$ cat src/rtl/k005292_timing_tracker_if.sv
// Video timing bundle between a K005292-style timing source and the tracker.
// The master drives the pixel enable and blanking strobes and consumes the
// recovered coordinates and measurements. The slave is the tracker.
interface k005292_timing_tracker_if #(
  parameter int HCNT_W = 10,
  parameter int VCNT_W = 10
);
  logic              i_EMU_CLK6MPCEN_n;
  logic              i_HBLANK_n;
  logic              i_VBLANK_n;
  logic              i_VSYNC_n;
  logic [8:0]        o_HPOS;
  logic [8:0]        o_VPOS;
  logic              o_DE;
  logic              o_LINE_START;
  logic              o_FRAME_START;
  logic [HCNT_W-1:0] o_HTOTAL;
  logic [VCNT_W-1:0] o_VTOTAL;
  logic              o_LOCKED;

  modport master (
    output i_EMU_CLK6MPCEN_n, i_HBLANK_n, i_VBLANK_n, i_VSYNC_n,
    input  o_HPOS, o_VPOS, o_DE, o_LINE_START, o_FRAME_START,
           o_HTOTAL, o_VTOTAL, o_LOCKED
  );

  modport slave (
    input  i_EMU_CLK6MPCEN_n, i_HBLANK_n, i_VBLANK_n, i_VSYNC_n,
    output o_HPOS, o_VPOS, o_DE, o_LINE_START, o_FRAME_START,
           o_HTOTAL, o_VTOTAL, o_LOCKED
  );
endinterface

$ cat src/rtl/k005292_timing_tracker.sv
// Receiving end of a K005292-style video timing interface.
// Samples the blanking/sync strobes on the pixel enable, recovers active-area
// pixel coordinates, measures line/frame lengths and reports timing lock.
//
// state   | meaning
// SEARCH  | no usable timing; waiting for a VSYNC fall to start measuring
// MEASURE | first frame records the reference, later frames count matches
// LOCKED  | LOCK_FRAMES consecutive matching frames seen; any mismatch drops
module k005292_timing_tracker #(
  parameter int LOCK_FRAMES = 2,
  parameter int HCNT_W      = 10,
  parameter int VCNT_W      = 10
) (
  input logic                     i_EMU_MCLK,
  input logic                     i_MRST,
  k005292_timing_tracker_if.slave vid
);

  localparam int CNT_W = (LOCK_FRAMES < 2) ? 1 : $clog2(LOCK_FRAMES + 1);
  localparam logic [HCNT_W-1:0] HMAX = '1;
  localparam logic [VCNT_W-1:0] VMAX = '1;
  localparam logic [8:0]        PMAX = '1;

  typedef enum logic [1:0] {SEARCH, MEASURE, LOCKED} lock_state_t;

  lock_state_t       state_q, state_d;
  logic              ref_valid_q, ref_valid_d;
  logic [CNT_W-1:0]  count_q, count_d, count_inc;
  logic              locked_q, locked_d;

  logic              hb_prev, vb_prev, vs_prev;
  logic              vb_line;
  logic              h_bad;
  logic [HCNT_W-1:0] hrun, htotal, hrun_inc;
  logic [VCNT_W-1:0] vrun, vtotal, vrun_inc, vtot_new;
  logic [8:0]        hpos, vpos;
  logic              de, line_start, frame_start;

  logic en, hrise, vsfall, h_mis, v_mis, h_sat;

  assign en       = ~vid.i_EMU_CLK6MPCEN_n;
  assign hrise    = en & vid.i_HBLANK_n & ~hb_prev;
  assign vsfall   = en & ~vid.i_VSYNC_n & vs_prev;
  assign hrun_inc = (hrun == HMAX) ? HMAX : hrun + 1'b1;
  assign vrun_inc = (vrun == VMAX) ? VMAX : vrun + 1'b1;
  // A VSYNC fall landing on a line start counts that line in the closing frame.
  assign vtot_new = hrise ? vrun_inc : vrun;
  assign h_mis    = hrise & (hrun != htotal);
  assign v_mis    = vsfall & (vtot_new != vtotal);
  // HBLANK lost: line counter about to pin at its ceiling.
  assign h_sat    = en & ~hrise & (hrun_inc == HMAX);

  // Previous samples for edge detection, only advanced on pixel enables.
  always_ff @(posedge i_EMU_MCLK or posedge i_MRST) begin
    if (i_MRST) begin
      hb_prev <= 1'b1;
      vb_prev <= 1'b1;
      vs_prev <= 1'b1;
    end else if (en) begin
      hb_prev <= vid.i_HBLANK_n;
      vb_prev <= vid.i_VBLANK_n;
      vs_prev <= vid.i_VSYNC_n;
    end
  end

  // Horizontal: line length measurement, active pixel index, data enable.
  always_ff @(posedge i_EMU_MCLK or posedge i_MRST) begin
    if (i_MRST) begin
      hrun       <= '0;
      htotal     <= '0;
      hpos       <= '0;
      de         <= 1'b0;
      line_start <= 1'b0;
    end else begin
      line_start <= 1'b0;
      if (en) begin
        de <= vid.i_HBLANK_n & vid.i_VBLANK_n;
        if (hrise) begin
          htotal     <= hrun;
          hrun       <= HCNT_W'(1);
          hpos       <= '0;
          line_start <= 1'b1;
        end else begin
          hrun <= hrun_inc;
          if (vid.i_HBLANK_n && hpos != PMAX) hpos <= hpos + 9'd1;
        end
      end
    end
  end

  // Vertical: active line index on line starts, frame length between VSYNC falls.
  // vb_line comes out of reset as "active" so a reset mid-frame cannot fake a
  // frame start before a blanked line has been seen.
  always_ff @(posedge i_EMU_MCLK or posedge i_MRST) begin
    if (i_MRST) begin
      vpos        <= '0;
      vb_line     <= 1'b1;
      frame_start <= 1'b0;
      vrun        <= '0;
      vtotal      <= '0;
    end else begin
      frame_start <= 1'b0;
      if (hrise) begin
        vb_line <= vid.i_VBLANK_n;
        if (vid.i_VBLANK_n && !vb_line) begin
          vpos        <= '0;
          frame_start <= 1'b1;
        end else if (vid.i_VBLANK_n && vpos != PMAX) begin
          vpos <= vpos + 9'd1;
        end
      end
      if (vsfall) begin
        vtotal <= vtot_new;
        vrun   <= '0;
      end else if (hrise) begin
        vrun <= vrun_inc;
      end
    end
  end

  // Any line of the current frame whose length differed from the previous one.
  always_ff @(posedge i_EMU_MCLK or posedge i_MRST) begin
    if (i_MRST) h_bad <= 1'b0;
    else if (vsfall) h_bad <= 1'b0;
    else if (h_mis) h_bad <= 1'b1;
  end

  // Lock FSM state register.
  always_ff @(posedge i_EMU_MCLK or posedge i_MRST) begin
    if (i_MRST) begin
      state_q     <= SEARCH;
      ref_valid_q <= 1'b0;
      count_q     <= '0;
      locked_q    <= 1'b0;
    end else begin
      state_q     <= state_d;
      ref_valid_q <= ref_valid_d;
      count_q     <= count_d;
      locked_q    <= locked_d;
    end
  end

  // Lock FSM next state; a mismatch on the closing line still counts against the frame.
  always_comb begin
    state_d     = state_q;
    ref_valid_d = ref_valid_q;
    count_d     = count_q;
    locked_d    = locked_q;
    count_inc   = count_q + 1'b1;
    case (state_q)
      SEARCH: begin
        if (vsfall) begin
          state_d     = MEASURE;
          ref_valid_d = 1'b0;
          count_d     = '0;
        end
      end
      MEASURE: begin
        if (vsfall) begin
          if (!ref_valid_q) begin
            ref_valid_d = 1'b1;
          end else if (!v_mis && !(h_bad | h_mis)) begin
            count_d = count_inc;
            if (count_inc == CNT_W'(LOCK_FRAMES)) begin
              state_d  = LOCKED;
              locked_d = 1'b1;
            end
          end else begin
            count_d = '0;
          end
        end
      end
      LOCKED: begin
        if (h_mis || v_mis) begin
          state_d  = SEARCH;
          locked_d = 1'b0;
        end
      end
      default: begin
        state_d  = SEARCH;
        locked_d = 1'b0;
      end
    endcase
    if (h_sat) begin
      state_d  = SEARCH;
      locked_d = 1'b0;
    end
  end

  assign vid.o_HPOS        = hpos;
  assign vid.o_VPOS        = vpos;
  assign vid.o_DE          = de;
  assign vid.o_LINE_START  = line_start;
  assign vid.o_FRAME_START = frame_start;
  assign vid.o_HTOTAL      = htotal;
  assign vid.o_VTOTAL      = vtotal;
  assign vid.o_LOCKED      = locked_q;

endmodule

$ cat src/flat_wrapper.sv
// flat-port wrapper written by rule: the top's interface ports become plain ports
module k005292_timing_tracker_flat 
#(
  parameter int LOCK_FRAMES = 2,
  parameter int HCNT_W      = 10,
  parameter int VCNT_W      = 10
)
  (i_EMU_MCLK, i_MRST, vid_i_EMU_CLK6MPCEN_n, vid_i_HBLANK_n, vid_i_VBLANK_n, vid_i_VSYNC_n, vid_o_HPOS, vid_o_VPOS, vid_o_DE, vid_o_LINE_START, vid_o_FRAME_START, vid_o_HTOTAL, vid_o_VTOTAL, vid_o_LOCKED);
  k005292_timing_tracker_if #(.HCNT_W(HCNT_W), .VCNT_W(VCNT_W)) vid_i ();
  input logic i_EMU_MCLK;
  input logic i_MRST;
  input wire logic [$bits(vid_i.i_EMU_CLK6MPCEN_n)-1:0] vid_i_EMU_CLK6MPCEN_n;
  input wire logic [$bits(vid_i.i_HBLANK_n)-1:0] vid_i_HBLANK_n;
  input wire logic [$bits(vid_i.i_VBLANK_n)-1:0] vid_i_VBLANK_n;
  input wire logic [$bits(vid_i.i_VSYNC_n)-1:0] vid_i_VSYNC_n;
  output wire logic [$bits(vid_i.o_HPOS)-1:0] vid_o_HPOS;
  output wire logic [$bits(vid_i.o_VPOS)-1:0] vid_o_VPOS;
  output wire logic [$bits(vid_i.o_DE)-1:0] vid_o_DE;
  output wire logic [$bits(vid_i.o_LINE_START)-1:0] vid_o_LINE_START;
  output wire logic [$bits(vid_i.o_FRAME_START)-1:0] vid_o_FRAME_START;
  output wire logic [$bits(vid_i.o_HTOTAL)-1:0] vid_o_HTOTAL;
  output wire logic [$bits(vid_i.o_VTOTAL)-1:0] vid_o_VTOTAL;
  output wire logic [$bits(vid_i.o_LOCKED)-1:0] vid_o_LOCKED;
  assign vid_i.i_EMU_CLK6MPCEN_n = vid_i_EMU_CLK6MPCEN_n;
  assign vid_i.i_HBLANK_n = vid_i_HBLANK_n;
  assign vid_i.i_VBLANK_n = vid_i_VBLANK_n;
  assign vid_i.i_VSYNC_n = vid_i_VSYNC_n;
  assign vid_o_HPOS = vid_i.o_HPOS;
  assign vid_o_VPOS = vid_i.o_VPOS;
  assign vid_o_DE = vid_i.o_DE;
  assign vid_o_LINE_START = vid_i.o_LINE_START;
  assign vid_o_FRAME_START = vid_i.o_FRAME_START;
  assign vid_o_HTOTAL = vid_i.o_HTOTAL;
  assign vid_o_VTOTAL = vid_i.o_VTOTAL;
  assign vid_o_LOCKED = vid_i.o_LOCKED;
  k005292_timing_tracker #(.LOCK_FRAMES(LOCK_FRAMES), .HCNT_W(HCNT_W), .VCNT_W(VCNT_W)) u_core (.i_EMU_MCLK(i_EMU_MCLK), .i_MRST(i_MRST), .vid(vid_i));
endmodule
$ cat config.mk
export PLATFORM = sky130hd
export DESIGN_NAME = k005292_timing_tracker_flat
export DESIGN_NICKNAME = d
export VERILOG_FILES = /design/src/rtl/k005292_timing_tracker_if.sv /design/src/rtl/k005292_timing_tracker.sv /design/src/flat_wrapper.sv
export SDC_FILE = /design/constraint.sdc
export NUM_CORES = 1
export LEC_CHECK = 0
export CAP_MARGIN = 15
export CORE_ASPECT_RATIO = 2
export CORE_MARGIN = 2
export CORE_UTILIZATION = 45
export CTS_CLUSTER_DIAMETER = 80
export DETAILED_ROUTE_END_ITERATION = 16
export GPL_TIMING_DRIVEN = 0
export PLACE_DENSITY = 0.73
export SYNTH_ARGS = -nofsm -noshare
export SYNTH_HDL_FRONTEND = slang
export SYNTH_SLANG_ARGS = --single-unit
$ cat constraint.sdc
create_clock -name i_EMU_MCLK -period 3.35 [get_ports i_EMU_MCLK]
set_input_delay 0.335 -clock i_EMU_MCLK [delete_from_list [all_inputs] [get_ports i_EMU_MCLK]]
set_output_delay 0.335 -clock i_EMU_MCLK [all_outputs]
set_load 0.05 [all_outputs]
# [Word-level counts from Yosys, hierarchy flattened]
# Index checks and enable logic that the tools add are counted.
[op_classes] add_sub_neg=5 eq_ne=20 mux=38 n_bitwise=14 reduce_logical=20
[ops] cell="$mux W10" n=5
[ops] cell="$mux W9" n=4
[ops] cell="$eq A10 B10 Y1 const B" n=3
[ops] cell="$mux W2" n=11
[ops] cell="$add A10 B1 Y10 const B" n=2
[ops] cell="$ne A10 B10 Y1" n=2
[ops] cell="$add A9 B1 Y9 const B" n=2
[ops] cell="$ne A3 B1 Y1 const B" n=6
[ops] cell="$ne A9 B9 Y1 const B" n=2
[ops] cell="$mux W1" n=14
[ops] cell="$reduce_and A6 Y1" n=2
[ops] cell="$and A1 B1 Y1" n=9
[ops] cell="$ne A2 B1 Y1 const B" n=4
[ops] cell="$reduce_bool A2 Y1" n=4
[ops] cell="$pmux W2 S3" n=1
[ops] cell="$reduce_and A2 Y1" n=3
[ops] cell="$eq A2 B2 Y1 const B" n=2
[ops] cell="$logic_and A1 B1 Y1" n=4
[ops] cell="$not A1 Y1" n=4
[ops] cell="$pmux W2 S2" n=1
[ops] cell="$reduce_and A4 Y1" n=1
[ops] cell="$logic_not A1 Y1" n=3
[ops] cell="$pmux W1 S3" n=1
[ops] cell="$reduce_and A3 Y1" n=1
[ops] cell="other kinds (6)" n=6
[word_totals] reg_bits=71 in_bits=6 wordCells=114

# [Depth between registers and ports, before layout]
[logic_depth] depth_word=13 ltp_mapped=11 depth_no_buf=10

# [Least setup slack after synthesis]
# OpenSTA, ideal clock, no wires.
[synth_timing] kind="in2reg" startpoint="in vid_i_EMU_CLK6MPCEN_n" endpoint="reg u_core.state_q[0]" setup_ns=0.124 arrival_ns=2.659 setup_slack_ns=0.567 stages=10 cell_sequence="buf_6 -> or3b_4 -> or4_1 -> buf_2 -> o21a_1 -> xnor2_1 -> a2111oi_2 -> nand4b_1 -> a21o_1 -> a211o_1"
[synth_via] elab_chain_cells=10
[synth_lines] item="from (decl)" line="flat_wrapper.sv:12" text="input wire logic [$bits(vid_i.i_EMU_CLK6MPCEN_n)-1:0] vid_i_EMU_CLK6MPCEN_n;"
[synth_lines] item="$not A1 Y1 (no line) (*)"
[synth_lines] item="$and A1 B1 Y1 (2 in a row)" line="k005292_timing_tracker.sv:42" text="assign hrise = en & vid.i_HBLANK_n & ~hb_prev;"
[synth_lines] item="$mux W10" line="k005292_timing_tracker.sv:47" text="assign vtot_new = hrise ? vrun_inc : vrun;"
[synth_lines] item="$ne A10 B10 Y1" line="k005292_timing_tracker.sv:49" text="assign v_mis = vsfall & (vtot_new != vtotal);"
[synth_lines] item="$and A1 B1 Y1" line="k005292_timing_tracker.sv:49"
[synth_lines] item="$logic_not A1 Y1" line="k005292_timing_tracker.sv:162" text="end else if (!v_mis && !(h_bad | h_mis)) begin"
[synth_lines] item="$logic_and A1 B1 Y1" line="k005292_timing_tracker.sv:162"
[synth_lines] item="$ne A3 B1 Y1 (no line)"
[synth_lines] item="$reduce_and A6 Y1 (no line)"
[synth_lines] item="to (signal assigned)" line="k005292_timing_tracker.sv:136" text="state_q <= state_d;"
[synth_lines] item="to (decl)" line="k005292_timing_tracker.sv:26" text="lock_state_t state_q, state_d;"
# Mark *: on every way between the ends. The rest lies on a longest branch, timed or not.
# A chain may end at the register's enable or synchronous reset.

# [Worst setup path after layout]
[layout_timing] startpoint="reg u_core.vrun[9]" endpoint="reg u_core.state_q[0]"
[layout_via] elab_chain_cells=9
[layout_lines] item="from (decl)" line="k005292_timing_tracker.sv:35" text="logic [VCNT_W-1:0] vrun, vtotal, vrun_inc, vtot_new;"
[layout_lines] item="from (signal assigned)" line="k005292_timing_tracker.sv:116" text="vrun <= vrun_inc;"
[layout_lines] item="$add A10 B1 Y10 / $eq A10 B10 Y1 (equally long branches)" line="k005292_timing_tracker.sv:45" text="assign vrun_inc = (vrun == VMAX) ? VMAX : vrun + 1'b1;"
[layout_lines] item="$mux W10" line="k005292_timing_tracker.sv:45"
[layout_lines] item="$mux W10 (*)" line="k005292_timing_tracker.sv:47"
[layout_lines] item="$ne A10 B10 Y1 (*)" line="k005292_timing_tracker.sv:49"
[layout_lines] item="$and A1 B1 Y1 (*)" line="k005292_timing_tracker.sv:49"
[layout_lines] item="$logic_not A1 Y1" line="k005292_timing_tracker.sv:162"
[layout_lines] item="$logic_and A1 B1 Y1" line="k005292_timing_tracker.sv:162"
[layout_lines] item="$ne A3 B1 Y1 (no line)"
[layout_lines] item="$reduce_and A6 Y1 (no line) (*)"
# Marks and branches as above.

==> flow_metrics.tcl <==
set metrics [dict create \
    syn_area_per_cell_um2 9.228 \
    post-route-cell-area_um2 4673 \
    drive_above_1_share_pct 8.137 \
    leakage_uw 0.002077 \
    core-area_um2 8174 \
    yosys_warnings 0 \
    fmax_ghz 0.3168 \
    fin_crit_sh_pct 94.23 \
    cts_hold_buf 0 \
    synth_top_area_share_pct 45.53 \
    critPathLaunch "u_core.vrun[9]" \
    timing.hold.ws_ns 0.3706 \
    worstPathMaxFanout 9 \
    routed_via_density 5.581 \
    fin_crit_ns 3.157 \
    fp.dieW_um 68.44 \
    synth_cells 405 \
    tritoncts "built" \
    critPathRequiredTime_ns 3.57 \
    use_met3_pct 3.401 \
    skew_ns 0.005338 \
    powerDensity_nw_per_um2 653.4 \
    synth_top_cell_by_area "dfrtp_1" \
    max_slew_margin_pct 42.40 \
    io_pins 48 \
    r2r_slack_ns 0.19 \
    syn-cell-area_um2 3737 \
    use_met1_pct 23.68 \
    status "complete, no violations" \
    drt_iter0_drc 186 \
    htreeDepth 3 \
    grt-busiest-layer "met2" \
    routedWlPerCell_um 15.56 \
    start_kind "flop" \
    crit_slowest_cell "or4_1" \
    maxSlewViolCount 0 \
    crit_family "simple AND/OR/NAND/NOR gates" \
    grt_setup_unrepaired "no" \
    async_flop_share_pct 100.0 \
    finalPower_uw 3053 \
    port_buffers 46 \
    cp_num_cells 10 \
    hold_violations 0 \
    synthTopCellsByArea "dfrtp_1 (46%), nand2_1 (7.2%), nor2_1 (4.7%)" \
    cp-endpoint "u_core.state_q[0]" \
    ys.flop_type "dfrtp_1" \
    post-dp-hpwl_um 6444 \
    cts_made_buffers 9 \
    path_cells "clkbuf_1, nand4_1, or4_1, buf_2, o21a_1, xnor2_1, a2111oi_2, nand4b_1, a21o_1, a211o_1" \
    area_growth_pct 25.04 \
    gp_congestion 0.8836 \
    rr_endpoint "u_core.state_q[0]" \
    cp-end-kind "flop" \
    grt_max_degree 72 \
    dr.pass1.iters 4 \
    drcViolationCount 0 \
    ir_worst_vdd_v 0.0004849 \
    cts.path.max_buffers 2 \
    cap_violations 0 \
    drtAntennaViolNets 0 \
    cts.sinks 71 \
    synth_nets 418 \
    die_h_um 132.9 \
    initial_utilization_pct 45.72 \
    yosys-top-cells-count "nand2_1 (72), dfrtp_1 (68), nor2_1 (47)" \
    worst-r2r-cell-count 10 \
    cp_num_buf_inv 2 \
    grt_pass1_wl_um 14960 \
    antenna_found_initial 0 \
    track_usage_pct 21.65 \
    seq_area_frac_synth_pct 47.64 \
    hp-class "in -> reg" \
    reg2reg_from "u_core.vrun[9]" \
    fp-row-count 47 \
    overflow 0 \
    critPathMaxStageDelay_ns 0.47 \
    setup-tns-final_ns 0 \
    crit_type "reg -> reg" \
    finalNetCount 475 \
    synth.most_common_cell "nand2_1" \
    antenna_cells 0 \
    ys_ff_latch 71 \
    grt_pass1_vias 3191 \
    fillers 722 \
    cts_root_buf "clkbuf_16" \
    clk_pin_slew_worst_paths_ns 0.06 \
    routed_wl_um 8794 \
    worst_slew_pin_slew_ns 0.8640 \
    synth_edf_count 0 \
    vias 3153 \
    finalNonFillerCells 565 \
    worstPathArrival_ns 3.38 \
    setup_viol 0 \
    placed_cell_area_um2 4323 \
    use_met2_pct 37.71 \
    dieArea_um2 9094 \
    clock_latency_ns 0.33 \
    synth_cell_type_count 54 \
    place_inst 549 \
]
[flip-flops by register name, summed over array words and instances, names as in the netlist, 2 cells and up]
signal               flops
u_core.state_q           2
u_core.vid.o_VTOTAL     10
u_core.hrun             10
u_core.vid.o_HPOS        9
u_core.vid.o_VPOS        9
u_core.count_q           2
u_core.vid.o_HTOTAL     10
u_core.vrun             10
[cells in the final DEF (no fill, tap or decap), types with 7 or more instances in the layout]
cell type | synthesis | routed
a21oi_1 | 10 | 10
a31oi_1 | 10 | 10
and3_1 | 10 | 10
clkbuf_1 | 12 | 12
clkbuf_16 | 0 | 9
clkdlybuf4s50_1 | 0 | 46
dfrtp_1 | 68 | 68
ha_1 | 7 | 7
inv_1 | 11 | 10
nand2_1 | 72 | 72
nand3_1 | 18 | 18
nor2_1 | 47 | 47
nor3_1 | 9 | 8
o21ai_0 | 17 | 17
o22a_1 | 7 | 7
xnor2_1 | 17 | 17
xor2_1 | 17 | 17
[through the flow]
stage | worst slack (ns) | utilization (%)
2_1_floorplan | 0.5667 | -
3_3_place_gp | -0.1627 | 52.85
3_5_place_dp | -0.1470 | 52.89
4_1_cts | 0.08550 | 57.11
5_1_grt | 0.04030 | 57.17
6_report | 0.1933 | 57.17
[worst min path at each step]
| stage | start | cells past startpoint | slack, ns | to |
|---|---|---|---|---|
| 6_report | vid_i_EMU_CLK6MPCEN_n | 3 | 0.37 | u_core.hrun[7] |
| 2_1_floorplan | vid_i_VBLANK_n | 2 | 0.42 | u_core.vb_line |
| 4_1_cts | vid_i_EMU_CLK6MPCEN_n | 3 | 0.36 | u_core.hrun[7] |
| 5_1_grt | vid_i_EMU_CLK6MPCEN_n | 3 | 0.39 | u_core.hrun[7] |
| 3_5_place_dp | u_core.vb_line | 2 | 0.47 | u_core.vb_line |
| 3_3_place_gp | u_core.vb_line | 2 | 0.46 | u_core.vb_line |
[worst register-to-register path: stages, from the launching register on]
cell and delay, ns:
dfrtp_1 0.32, clkbuf_1 0.32, nand4_1 0.33, or4_1 0.47, buf_2 0.19, o21a_1 0.16
xnor2_1 0.14, a2111oi_2 0.36, nand4b_1 0.24, a21o_1 0.26, a211o_1 0.25
[cells by family (layout without fill, tap and decap cells)]
kind of cell | count (synthesis) | count (layout) | synth area share (%)
buf+inv | 31 | 93 | 3.917
compound gates | 68 | 68 | 12.35
mux | 5 | 5 | 1.841
flops | 71 | 71 | 47.64
simple gates | 189 | 189 | 23.94
fa+ha+maj | 7 | 7 | 2.343
xor+xnor | 34 | 34 | 7.968
[layer usage]
metal	wire [µm]	vias up
met5	0	-
met4	318	0
met3	315	27
met2	4921	92
met1	3239	1513
li1	-	1521
[power by group]
group | internal [µW] | switching [µW] | leakage [µW]
logic | 311 | 525 | 0.000972
clock network | 729 | 370 | 0.000166
registers | 988 | 130 | 0.000939
total | 2030 | 1020 | 0.00208
[layout make-up]
type | instances | area [µm²] | share of cell area, %
inverters | 12 | 55.05 | 1.178
clock buffers | 9 | 225.2 | 4.819
flip-flops and latches | 71 | 1780 | 38.10
multi-input cells | 303 | 1815 | 38.85
well taps | 98 | 122.6 | 2.624
repair buffers | 46 | 460.4 | 9.853
clock inverters | 7 | 120.1 | 2.570
plain buffers | 19 | 93.84 | 2.008
[repair_timing]
action | in CTS | in global routing
endpoints found under the setup margin | 0 | 4
setup buffers | 0 | 0
resized for setup | 0 | 1
(Power assumes the default switching activity.)
